[src/rtl/c_regresivo_mmss_pkg.sv]
// Shared definitions for the MM:SS countdown timer: FSM encoding,
// digit maxima and the preset clamp helper.
package c_regresivo_mmss_pkg;

  // Timer control states.
  typedef enum logic [1:0] {
    ST_IDLE = 2'd0,
    ST_RUN  = 2'd1,
    ST_FIN  = 2'd2
  } state_t;

  // Largest legal value of a units digit and of a tens digit.
  localparam logic [3:0] UNITS_MAX = 4'd9;
  localparam logic [3:0] TENS_MAX  = 4'd5;

  // Number of BCD digits in the MM:SS display.
  localparam int N_DIGITS = 4;

  // Saturate an out-of-range preset digit to the digit's maximum.
  function automatic logic [3:0] clamp_digit(input logic [3:0] d,
                                             input logic [3:0] max_v);
    return (d > max_v) ? max_v : d;
  endfunction

endpackage

[src/rtl/c_digito_desc.sv]
// One BCD down-counting digit. Wraps 0 -> MAX on a decrement and raises
// borrow in that same cycle so the next digit up can follow.
module c_digito_desc
  import c_regresivo_mmss_pkg::*;
#(
  parameter logic [3:0] MAX = UNITS_MAX
) (
  input  logic       clk,
  input  logic       rst,
  input  logic       load,
  input  logic [3:0] d_in,
  input  logic       dec,
  output logic [3:0] q,
  output logic       borrow
);

  logic [3:0] value_q;
  logic [3:0] value_d;

  // Next digit value: load wins over decrement; decrement wraps at 0.
  always_comb begin
    value_d = value_q;
    if (load) begin
      value_d = clamp_digit(d_in, MAX);
    end else if (dec) begin
      value_d = (value_q == 4'd0) ? MAX : value_q - 4'd1;
    end
  end

  // Digit register, updated on the falling edge like the rest of the timer.
  always_ff @(negedge clk or posedge rst) begin
    if (rst) begin
      value_q <= 4'd0;
    end else begin
      value_q <= value_d;
    end
  end

  assign q      = value_q;
  assign borrow = dec && (value_q == 4'd0);

endmodule

[src/rtl/c_regresivo_mmss.sv]
// MM:SS countdown timer. Four chained BCD digits are decremented by the
// seconds tick while in RUN; reaching 00:00 passes through FIN, which
// produces a one-cycle done pulse on the following edge.
module c_regresivo_mmss
  import c_regresivo_mmss_pkg::*;
#(
  parameter int TICK_EN = 1
) (
  input  logic       clk,
  input  logic       rst,
  input  logic       tick,
  input  logic       load,
  input  logic       start,
  input  logic       stop,
  input  logic [3:0] pre_md,
  input  logic [3:0] pre_mu,
  input  logic [3:0] pre_sd,
  input  logic [3:0] pre_su,
  output logic [3:0] salida_md,
  output logic [3:0] salida_mu,
  output logic [3:0] salida_sd,
  output logic [3:0] salida_su,
  output logic       running,
  output logic       zero,
  output logic       done
);

  state_t     state_q;
  state_t     state_d;
  logic       done_q;

  logic       tick_eff;
  logic       load_en;
  logic       run_dec;
  logic       cnt_one;

  // Digit index 0 = seconds units ... 3 = minute tens.
  logic [3:0] pre_arr   [N_DIGITS];
  logic [3:0] digit_q   [N_DIGITS];
  logic [N_DIGITS-1:0] dec_chain;
  logic [N_DIGITS-1:0] borrow;

  // With the prescaler bypassed every clock edge is a one-second step.
  assign tick_eff = (TICK_EN == 0) ? 1'b1 : tick;

  assign pre_arr[0] = pre_su;
  assign pre_arr[1] = pre_sd;
  assign pre_arr[2] = pre_mu;
  assign pre_arr[3] = pre_md;

  // Commands decoded with stop > load > start > tick priority. Load is only
  // honoured in IDLE; the count is only decremented in RUN and never from
  // 00:00, so the minute-tens digit cannot wrap below zero.
  assign load_en = (state_q == ST_IDLE) && !stop && load;
  assign run_dec = (state_q == ST_RUN) && !stop && tick_eff && !zero;

  assign dec_chain[0] = run_dec;

  generate
    for (genvar gi = 0; gi < N_DIGITS; gi++) begin : g_digit
      c_digito_desc #(
        .MAX((gi % 2 == 0) ? UNITS_MAX : TENS_MAX)
      ) u_digit (
        .clk    (clk),
        .rst    (rst),
        .load   (load_en),
        .d_in   (pre_arr[gi]),
        .dec    (dec_chain[gi]),
        .q      (digit_q[gi]),
        .borrow (borrow[gi])
      );
      if (gi < N_DIGITS - 1) begin : g_chain
        assign dec_chain[gi+1] = borrow[gi];
      end
    end
  endgenerate

  assign zero    = (digit_q[3] == 4'd0) && (digit_q[2] == 4'd0) &&
                   (digit_q[1] == 4'd0) && (digit_q[0] == 4'd0);
  // 00:01 is the last value before expiry; the decrement from it ends the run.
  assign cnt_one = (digit_q[3] == 4'd0) && (digit_q[2] == 4'd0) &&
                   (digit_q[1] == 4'd0) && (digit_q[0] == 4'd1);

  // Next-state logic for IDLE / RUN / FIN.
  always_comb begin
    state_d = state_q;
    case (state_q)
      ST_IDLE: begin
        // A load in the same cycle as start takes precedence; start waits.
        if (!stop && !load && start && !zero) begin
          state_d = ST_RUN;
        end
      end
      ST_RUN: begin
        if (stop) begin
          state_d = ST_IDLE;
        end else if (tick_eff && (cnt_one || zero || borrow[N_DIGITS-1])) begin
          state_d = ST_FIN;
        end
      end
      ST_FIN: begin
        state_d = ST_IDLE;
      end
      default: begin
        state_d = ST_IDLE;
      end
    endcase
  end

  // State register and done pulse; done follows the single FIN cycle.
  always_ff @(negedge clk or posedge rst) begin
    if (rst) begin
      state_q <= ST_IDLE;
      done_q  <= 1'b0;
    end else begin
      state_q <= state_d;
      done_q  <= (state_q == ST_FIN);
    end
  end

  assign salida_su = digit_q[0];
  assign salida_sd = digit_q[1];
  assign salida_mu = digit_q[2];
  assign salida_md = digit_q[3];
  assign running   = (state_q == ST_RUN);
  assign done      = done_q;

endmodule
[config.mk]
export PLATFORM = sky130hd
export DESIGN_NAME = c_regresivo_mmss
export DESIGN_NICKNAME = d
export VERILOG_FILES = /design/src/rtl/c_regresivo_mmss_pkg.sv /design/src/rtl/c_digito_desc.sv /design/src/rtl/c_regresivo_mmss.sv
export SDC_FILE = /design/constraint.sdc
export NUM_CORES = 1
export LEC_CHECK = 0
export ABC_AREA = 0
export CORE_MARGIN = 1.5
export CORE_UTILIZATION = 66
export CTS_CLUSTER_DIAMETER = 80
export DETAILED_ROUTE_END_ITERATION = 16
export DONT_BUFFER_PORTS = 1
export GPL_ROUTABILITY_DRIVEN = 0
export PLACE_DENSITY_LB_ADDON = 0.25
export SLEW_MARGIN = 5
export SYNTH_ARGS = -nofsm -noshare
export SYNTH_HDL_FRONTEND = slang
export SYNTH_SLANG_ARGS = --single-unit
[constraint.sdc]
create_clock -name clk -period 5.6 [get_ports clk]
set_input_delay 1.4 -clock clk [delete_from_list [all_inputs] [get_ports clk]]
set_output_delay 1.4 -clock clk [all_outputs]
set_load 0.01 [all_outputs]
# After elaboration in Yosys (flattened, before gate mapping)
# Cells that the tools add are included.
totals:
  wordCells: 71
  regBits: 19
  input_bits: 22
  output_inout_bits: 19
op_classes:
  order_cmp: 4
  n_reduce_logical: 32
  n_mux: 20
  n_addsub: 4
  n_eq_ne: 5
ops:
  columns: ["op", "count"]
  rows:
  - ["$mux 4", 16]
  - ["$logic_and 1x1->1", 17]
  - ["$logic_not 4->1", 4]
  - ["$sub 4x1->4 const B", 4]
  - ["$gt 4x3->1 const B", 2]
  - ["$gt 4x4->1 const B", 2]
  - ["$reduce_bool 2->1", 4]
  - ["$mux 2", 3]
  - ["$eq 4x1->1 const B", 1]
  - ["$pmux 2 s2", 1]
  - ["$logic_not 1->1", 3]
  - ["$ne 3x2->1 const B", 1]
  - ["$eq 2x1->1 const B", 1]
  - ["$eq 2x2->1 const B", 1]
  - ["$logic_not 2->1", 1]
  - ["$logic_or 1x1->1", 2]
  - ["$ne 2x1->1 const B", 1]
  - ["$reduce_and 2->1", 1]

# Logic depth before layout (Yosys ltp)
# Gate-level depths: netlist of the first run.
depth:
  word_depth: 15
  mapped_depth: 5
  mapped_depth_nobuf: 4

# By module
# Synthesis of the first run repeated with hierarchy kept, for this count alone.
hier_totals:
  cells_unflattened: 119
  hier_area_um2: 1137.3
modules_own_cells:
  columns: ["module", "n_inst", "cells_each", "area_per_inst_um2", "seq_area_each_um2"]
  rows:
  - ["c_digito_desc (g_digit[0].u_digit ...)", 2, 25, 251.5, 100.1]
  - ["c_digito_desc (g_digit[1].u_digit ...)", 2, 22, 211.5, 100.1]
  - ["c_regresivo_mmss", 1, 25, 211.5, 75.1]

==> results.toml, run 1 <==
[run_status]
run_status = "finished, violations left"
violations = "setup timing"

[logic_synthesis]
synth_compound_area_share_pct = 22.2
ys_types = 41
synth-edff-count = 0
yosys-top-cells-area = "dfrtn_1 (41%), nor2_1 (6.4%), a21oi_1 (4.7%)"
syn_nets = 152
synth_top_area_cell = "dfrtn_1"
synth_cells = 130
ys_async_sr_fraction_pct = 100
avgSynthCellArea_um2 = 8.98
synthFlopType = "dfrtn_1"
synth-simple-area-share_pct = 32.0
netlist_area_um2 = 1170
synth.mux.area_fraction_pct = 0.857
synth_xor_xnor_area_share_pct = 0
yosysWarnings = 0
synth-adder-area-share_pct = 0
yosys.area.top_type_share_pct = 40.7
yosysSeqAreaShare_pct = 40.7
yosysMostFrequentCell = "nor2_1"
synthTopCellsByCount = "nor2_1 (20), dfrtn_1 (19), a21oi_1 (11)"
synth_top_family_by_area = "simple AND/OR/NAND/NOR gates"
ys_seq_elements = 19

[finish]
layout-drive-gt1-share_pct = 25.3
utilization_pct = 80.8
design_area_um2 = 1370
multi_input_area_um2 = 673
nNetsFinal = 173
antenna_cells = 0
synthToLayoutAreaGrowth_pct = 16.9
fin_cells = 167
ff_latch_area_um2 = 475
fill_cells = 119

[cts]
root_buffer = "clkbuf_4"
clk_latency_ns = 0.29
cts_tree = "built"
htree_levels = 1
hold_buffers = 0
cts.sinks = 19
cts_buffers = 3
clockBufferDepth = 2
clk_pin_slew_ns = 0.07

[global_route]
grt.overflow.total = 0
grt_pass1_vias = 1097
grt_max_degree = 20
grt_usage_pct = 31.5
antenna_found_initial = 0
grt_pass1_wl_um = 4600

[power]
switching_power_uw = 125
switching_share_pct = 35.4
power.density_nw_per_um2 = 260
clock_power_share_pct = 19.2
p_leak_nw = 0.582
power.internal_uw = 229
vdd_drop_max_mv = 0.211
combPwrFrac_pct = 30.0
seq_power_share_pct = 50.8

[detailed_routing]
avgRoutedWirePerCell_um = 18.0
routed_wl_um = 3010
vias = 1198
drc = 0
first_pass_iters = 4
drtIter0Drc = 33
via_per_inst = 7.17
ant_nets = 0

[critical_path]
worstPathArrival_ns = 4.27
cp_slowest_cell = "dfrtn_1"
startpoint_type = "register"
crit_buf_inv = 0
cp_max_fo = 4
critPathRequiredTime_ns = 4.20
path_class = "register to output pin"
path_cells = "nor4_4, nand4_1, nor2_2"
critPathTopFamily = "simple AND/OR/NAND/NOR gates"
end_kind = "output pin"
cpPeakStageDelay_ns = 0.38

[placement]
placed_cell_area_um2 = 1310
portBuffers = 0
place_ws_ns = 0.104
post-dp-hpwl_um = 2200
dp.cells = 162

[hold_path]
min_path_type = "register to register"

[sta]
rsz0062_at_grt = "true"
worst_slew_margin_rel_pct = 53.1
fin_ws_ns = -0.0710
finClkSkew_ns = 0.00131
finalSetupViolations = 1
tightest_slew_ns = 0.703
slew_violations = 0
hold_viol = 0
holdWs_ns = 0.470

[flow_run]
cap_violations = 0

[floorplan]
die_area_um2 = 2030
io_pins = 41
coreArea_um2 = 1690
die_w_um = 45.1
floorplan.initialDensity_pct = 69.1
rows = 15
die_h_um = 45.1
## stage by stage
| step | total power [mW] | TNS [ns] |
|---|---|---|
| floorplan | 0.247 | 0 |
| detailed placement | 0.282 | 0 |
| global route | 0.375 | -0.142 |
| finish | 0.355 | -0.0710 |
| CTS | 0.353 | -0.0414 |
| global placement | 0.277 | 0 |
## cells in the final DEF (no fill, tap or decap), types with 2 or more instances in the layout
cell type / count
o21ai_0: 8
nor4_1: 2
nor4_4: 2
nor2_1: 19
inv_1: 5
a211o_1: 2
o31ai_1: 2
or3_1: 2
clkbuf_4: 3
a2111oi_0: 2
nor3_1: 6
nand3_1: 5
a31oi_1: 3
nand4_1: 3
nand2_1: 5
a21oi_1: 11
or2_2: 2
or4_1: 2
dfrtn_1: 19
o211a_1: 2
or4_4: 2
nor2b_1: 2
buf_4: 20
## worst paths after layout
kind	startpoint	end	slack [ns]	cells after the start
min in group asynchronous	rst	state_q[0]$_DFFE_NP0P_	3.78	1
hold / removal	state_q[0]$_DFFE_NP0P_	done$_DFF_NP0_	0.47	1
setup reg to reg	g_digit[2].u_digit.q[0]$_DFFE_NP0P_	g_digit[1].u_digit.q[2]$_DFFE_NP0P_	3.62	5
hold reg to reg	state_q[0]$_DFFE_NP0P_	done$_DFF_NP0_	0.47	1
setup / recovery	g_digit[2].u_digit.q[3]$_DFFE_NP0P_	zero	-0.07	3
max in group asynchronous	rst	state_q[1]$_DFFE_NP0P_	1.34	1
## power groups by stage
| stage | Combinational (mW) | Clock [mW] | Sequential (mW) |
|---|---|---|---|
| 6_report | 0.106 | 0.0682 | 0.180 |
| 3_3_place_gp | 0.0989 | 0 | 0.178 |
| 4_1_cts | 0.104 | 0.0695 | 0.179 |
| 3_5_place_dp | 0.102 | 0 | 0.179 |
| 5_1_grt | 0.115 | 0.0768 | 0.183 |
| 2_1_floorplan | 0.0586 | 0 | 0.189 |
## cells by family (layout without fill, tap and decap cells)
| family | count (synthesis) | count (layout) |
|---|---|---|
| multiplexers | 1 | 1 |
| buffers and inverters | 9 | 29 |
| AO/OA/AOI/OAI | 38 | 38 |
| AND/OR/NAND/NOR | 63 | 63 |
| flip-flops | 19 | 19 |
## worst register-to-register path: stages (launching register included)
cell	delay [ns]
dfrtn_1	0.38
buf_4	0.19
or4_4	0.57
nor3_2	0.29
nor3_1	0.09
a311o_1	0.31
## registers in the layout (all words and copies together), names as in the netlist
signal	cells
done	1
state_q	2
g_digit.u_digit.q	16
## timing repair
item / in CTS / in global routing
endpoints found under the setup margin: 1 / 1
pin swaps: 0 / 1
resized for setup: 3 / 0
endpoints found under the hold margin: 0 / 0
setup buffers: 0 / 1
## layer usage
layer  global-route usage, %  part of all wire [%]  up-vias  wire [µm]
met2                    51.7                    52       74       1560
met4                    18.2                   1.0        0         31
met1                    36.0                    39      574       1160
met5                       0                     0        -          0
met3                    9.60                   8.5        4        256
li1                        -                     -      546          -
## layout make-up
cell class / count / share of cell area (%)
multi-input cells: 102 / 49.3
flip-flops and latches: 19 / 34.8
repair buffers: 20 / 11.0
clock buffers: 4 / 1.92
well taps: 17 / 1.56
inverters: 5 / 1.37
Note: power is estimated with default switching activity, not from simulation.
==> inputs of run 2 (changes only) <==
--- a/config.mk
+++ b/config.mk
@@ -16,4 +16,5 @@
 export SLEW_MARGIN = 5
 export SYNTH_ARGS = -nofsm -noshare
 export SYNTH_HDL_FRONTEND = slang
+export SYNTH_HIERARCHICAL = 1
 export SYNTH_SLANG_ARGS = --single-unit
==> results.toml, run 2 <==
[floorplan]
die_h_um = 44.5
rows = 14
io_pins = 41
die_w_um = 44.5
floorplan.initialDensity_pct = 73.0

[logic_synthesis]
synth.mux.area_fraction_pct = 0
synth_compound_area_share_pct = 18.3
yosysWarnings = 6
synth_top_family_by_area = "simple AND/OR/NAND/NOR gates"
yosys.area.top_type_share_pct = 41.8
yosys-top-cells-area = "dfrtn_1 (42%), nand2b_4 (4.8%), nor4b_4 (4.2%)"
synth_xor_xnor_area_share_pct = 4.62
yosysMostFrequentCell = "dfrtn_1"
synth_cells = 119
synthTopCellsByCount = "dfrtn_1 (19), nor2_1 (9), o21ai_0 (9)"
avgSynthCellArea_um2 = 9.56
synth-adder-area-share_pct = 0
syn_nets = 141
netlist_area_um2 = 1140
ys_async_sr_fraction_pct = 100
yosysSeqAreaShare_pct = 41.8
synth-edff-count = 0
synth_top_area_cell = "dfrtn_1"
synthFlopType = "dfrtn_1"
synth-simple-area-share_pct = 32.7
ys_types = 30
ys_seq_elements = 19

[cts]
cts_buffers = 3
htree_levels = 1
hold_buffers = 0
clockBufferDepth = 2
cts.sinks = 19
root_buffer = "clkbuf_4"

[sta]
endpoint_type = "register input"
postGrtWorstEndpoint = "state_q[0]$_DFFE_NP0P_/D"

[placement]
post-dp-hpwl_um = 2240
place_ws_ns = -0.948
portBuffers = 0

[run_status]
toolErrorMsg = "[ERROR DPL-0038] Utilization greater than 100%, impossible to legalize"
haltStage = "global routing"
run_status = "aborted with a tool error"

[global_route]
grt_max_degree = 33
[run 2: cell types whose count changed after synthesis, moves of 4 or more]
cell and change:
nor2_1 -11, xnor2_1 +4, nand2b_4 +4, nand3_1 -4, a21oi_1 -4, nor2b_1 +4
[run 2: cells by family after synthesis]
kind of cell           count (synthesis)
XOR/XNOR                               6
flip-flops                            19
AND/OR/NAND/NOR                       53
AO/OA/AOI/OAI                         33
buffers and inverters                  8
[run 2: per-stage QoR]
step	setup TNS [ns]	hold slack, ns	cell area, µm²	utilization [%]	cells
floorplan	-10.86	0.431	1210	-	119
global placement	-5.62	0.466	1400	89.6	156
detailed placement	-7.15	0.495	1400	89.6	156
CTS	-2.67	0.511	1490	95.8	166
[run 2: what timing repair did]
item	CTS
endpoints found under the setup margin	11
endpoints found under the hold margin	0
pin swaps	8
setup buffers	7
resized for setup	4
==> inputs of run 3 (changes only) <==
--- a/config.mk
+++ b/config.mk
@@ -6,13 +6,12 @@
 export NUM_CORES = 1
 export LEC_CHECK = 0
 export ABC_AREA = 0
-export CORE_MARGIN = 1.5
-export CORE_UTILIZATION = 66
-export CTS_CLUSTER_DIAMETER = 80
+export CORE_AREA = 2 2 63 65
 export DETAILED_ROUTE_END_ITERATION = 16
+export DIE_AREA = 0 0 65 67
 export DONT_BUFFER_PORTS = 1
 export GPL_ROUTABILITY_DRIVEN = 0
-export PLACE_DENSITY_LB_ADDON = 0.25
+export PLACE_DENSITY_LB_ADDON = 0.15
 export SLEW_MARGIN = 5
 export SYNTH_ARGS = -nofsm -noshare
 export SYNTH_HDL_FRONTEND = slang
==> results.toml, run 3 <==
[run_status]
run_status = "finished, violations left"
violations = "setup timing"

[cts]
clk_pin_slew_ns = 0.05
clockBufferDepth = 2
hold_buffers = 0
cts_tree = "built"
htree_levels = 1
cts.sinks = 19
clk_latency_ns = 0.27
root_buffer = "clkbuf_8"
cts_buffers = 3

[finish]
antenna_cells = 0
layout-drive-gt1-share_pct = 37.4
largest_register_ffs = 16
mostFrequentLayoutCell = "buf_4"
synthToLayoutAreaGrowth_pct = 41.0
nNetsFinal = 178
layout_common_cells = "buf_4 (33), dfrtn_1 (19), nor2_1 (8)"

[power]
vdd_drop_max_mv = 0.130
clock_power_share_pct = 19.0
switching_share_pct = 36.5
seq_power_share_pct = 39.0
switching_power_uw = 181
power.internal_uw = 315
power.density_nw_per_um2 = 309
combPwrFrac_pct = 42.0
p_leak_nw = 0.650

[placement]
post-dp-hpwl_um = 2270
place_ws_ns = -0.922
portBuffers = 0

[logic_synthesis]
syn_nets = 141
netlist_area_um2 = 1140
yosysSeqAreaShare_pct = 41.8
ys_seq_elements = 19
synth_cells = 119
ys_types = 30
yosysMostFrequentCell = "dfrtn_1"
synthFlopType = "dfrtn_1"
synth_top_area_cell = "dfrtn_1"
ys_async_sr_fraction_pct = 100
avgSynthCellArea_um2 = 9.56
yosys-top-cells-area = "dfrtn_1 (42%), nand2b_4 (4.8%), nor4b_4 (4.2%)"
synthTopCellsByCount = "dfrtn_1 (19), nor2_1 (9), o21ai_0 (9)"
yosys.area.top_type_share_pct = 41.8
synth-edff-count = 0
yosysWarnings = 6

[detailed_routing]
vias = 1029
first_pass_iters = 4
met2RoutedLength_um = 1470
drt-met1-wl_um = 1180
top_layer = "met4"
drtIter0Drc = 35
ant_nets = 0
avgRoutedWirePerCell_um = 14.1
dr_wl_met3_um = 194
via_per_inst = 5.07
drc = 0
routed_wl_um = 2870

[critical_path]
path_cells = "nor2_4, nand3_2, a21oi_4, nor4b_4, nor2b_4, nand2b_4, nor4_4, nor4b_4, nor2b_4, nand2b_4, buf_6, or3_1, a22oi_1"
end_kind = "register"
path_class = "primary input to register"
rrSetupSlack_ns = 2.82
cp_slowest_cell = "or3_1"
r2r-start = "g_digit[3].u_digit/q[0]$_DFFE_NP0P_"
reg2reg_depth = 14
worstPathArrival_ns = 3.55
cp_max_fo = 3
critPathRequiredTime_ns = 3.08
startpoint_type = "primary input"
cpPeakStageDelay_ns = 0.30
reg2reg_to = "g_digit[3].u_digit/q[1]$_DFFE_NP0P_"

[sta]
rsz0062_at_grt = "true"
setup_tns_ns = -2.67
hold_viol = 0
worst_slew_margin_rel_pct = 79.9
finalSetupViolations = 10
tightest_slew_ns = 0.302
slew_violations = 0
finClkSkew_ns = 0.00459
fin_ws_ns = -0.468

[global_route]
grt_pass1_vias = 1092
grt.overflow.total = 0
grt_max_degree = 33
antenna_found_initial = 0
grt_usage_pct = 14.2
grt_pass1_wl_um = 4790

[floorplan]
coreArea_um2 = 3610
io_pins = 41
die_area_um2 = 4360
floorplan.initialDensity_pct = 31.5
die_w_um = 65
die_h_um = 67
rows = 22

[hold_path]
hold_start = "state_q[0]$_DFFE_NP0P_"
hold_end = "done$_DFF_NP0_"
min_path_type = "register to register"
min_path_cells = 1

[flow_run]
cap_violations = 0
## run 3: repair_timing
action                                  in CTS  in global routing
gates resized for setup                      5                  3
pin swaps                                    8                  7
buffers inserted                             6                  5
endpoints found under the setup margin      10                 14
gates cloned                                 0                  0
## run 3: routing by layer
metal | GRT usage, % | vias up
met2 | 25.3 | 32
li1 | - | 503
met1 | 17.3 | 492
met3 | 3.04 | 2
met5 | 0 | -
met4 | 3.99 | 0
## run 3: how the worst max path moves through the flow
stage	slack, ns	cells after the start	end	start
2_1_floorplan	-1.07	14	state_q[0]$_DFFE_NP0P_	stop
3_3_place_gp	-0.83	14	state_q[0]$_DFFE_NP0P_	stop
3_5_place_dp	-0.92	14	state_q[0]$_DFFE_NP0P_	stop
4_1_cts	-0.46	13	g_digit[3].u_digit/q[1]$_DFFE_NP0P_	stop
5_1_grt	-0.63	13	g_digit[3].u_digit/q[1]$_DFFE_NP0P_	stop
6_report	-0.47	13	g_digit[3].u_digit/q[1]$_DFFE_NP0P_	stop
## run 3: critical path: cells and delay by family
family	cells	cell delay (ns)
AND/OR/NAND/NOR	10	1.72
buffers and inverters	1	0.12
AO/OA/AOI/OAI	2	0.31
## run 3: power groups by stage
stage / registers, mW / clock network (mW) / logic, mW
final: 0.193 / 0.0941 / 0.208
after CTS: 0.193 / 0.0981 / 0.209
after global routing: 0.197 / 0.106 / 0.228
after global placement: 0.194 / 0 / 0.200
after floorplan: 0.240 / 0 / 0.0780
after detailed placement: 0.194 / 0 / 0.204
## run 3: through the flow
step           instances  power [mW]  utilization (%)  hold WS, ns  cell area, µm²
2_1_floorplan        119       0.318                -        0.431            1210
3_3_place_gp         191       0.394             40.5        0.485            1460
3_5_place_dp         191       0.398             40.5        0.503            1460
4_1_cts              200       0.500             43.5        0.511            1570
5_1_grt              203       0.531             44.5        0.531            1600
6_report             203       0.496             44.5        0.504            1600
## run 3: cell families after synthesis
logic type / count (synthesis) / share of synthesized area, %
AOI/OAI and AO/OA: 33 / 18.3
xor gates and xnor gates: 6 / 4.62
buffers and inverters: 8 / 2.64
DFF: 19 / 41.8
and+or+nand+nor: 53 / 32.7
## run 3: final cells by class
| type | count | area (µm²) |
|---|---|---|
| Timing Repair Buffer | 34 | 259 |
| Clock buffer | 3 | 41.3 |
| Fill cell | 359 | 2000 |
| Clock inverter | 1 | 5.00 |
| Sequential cell | 19 | 475 |
| Multi-Input combinational cell | 92 | 741 |
| Inverter | 6 | 22.5 |
| Tap cell | 48 | 60.1 |
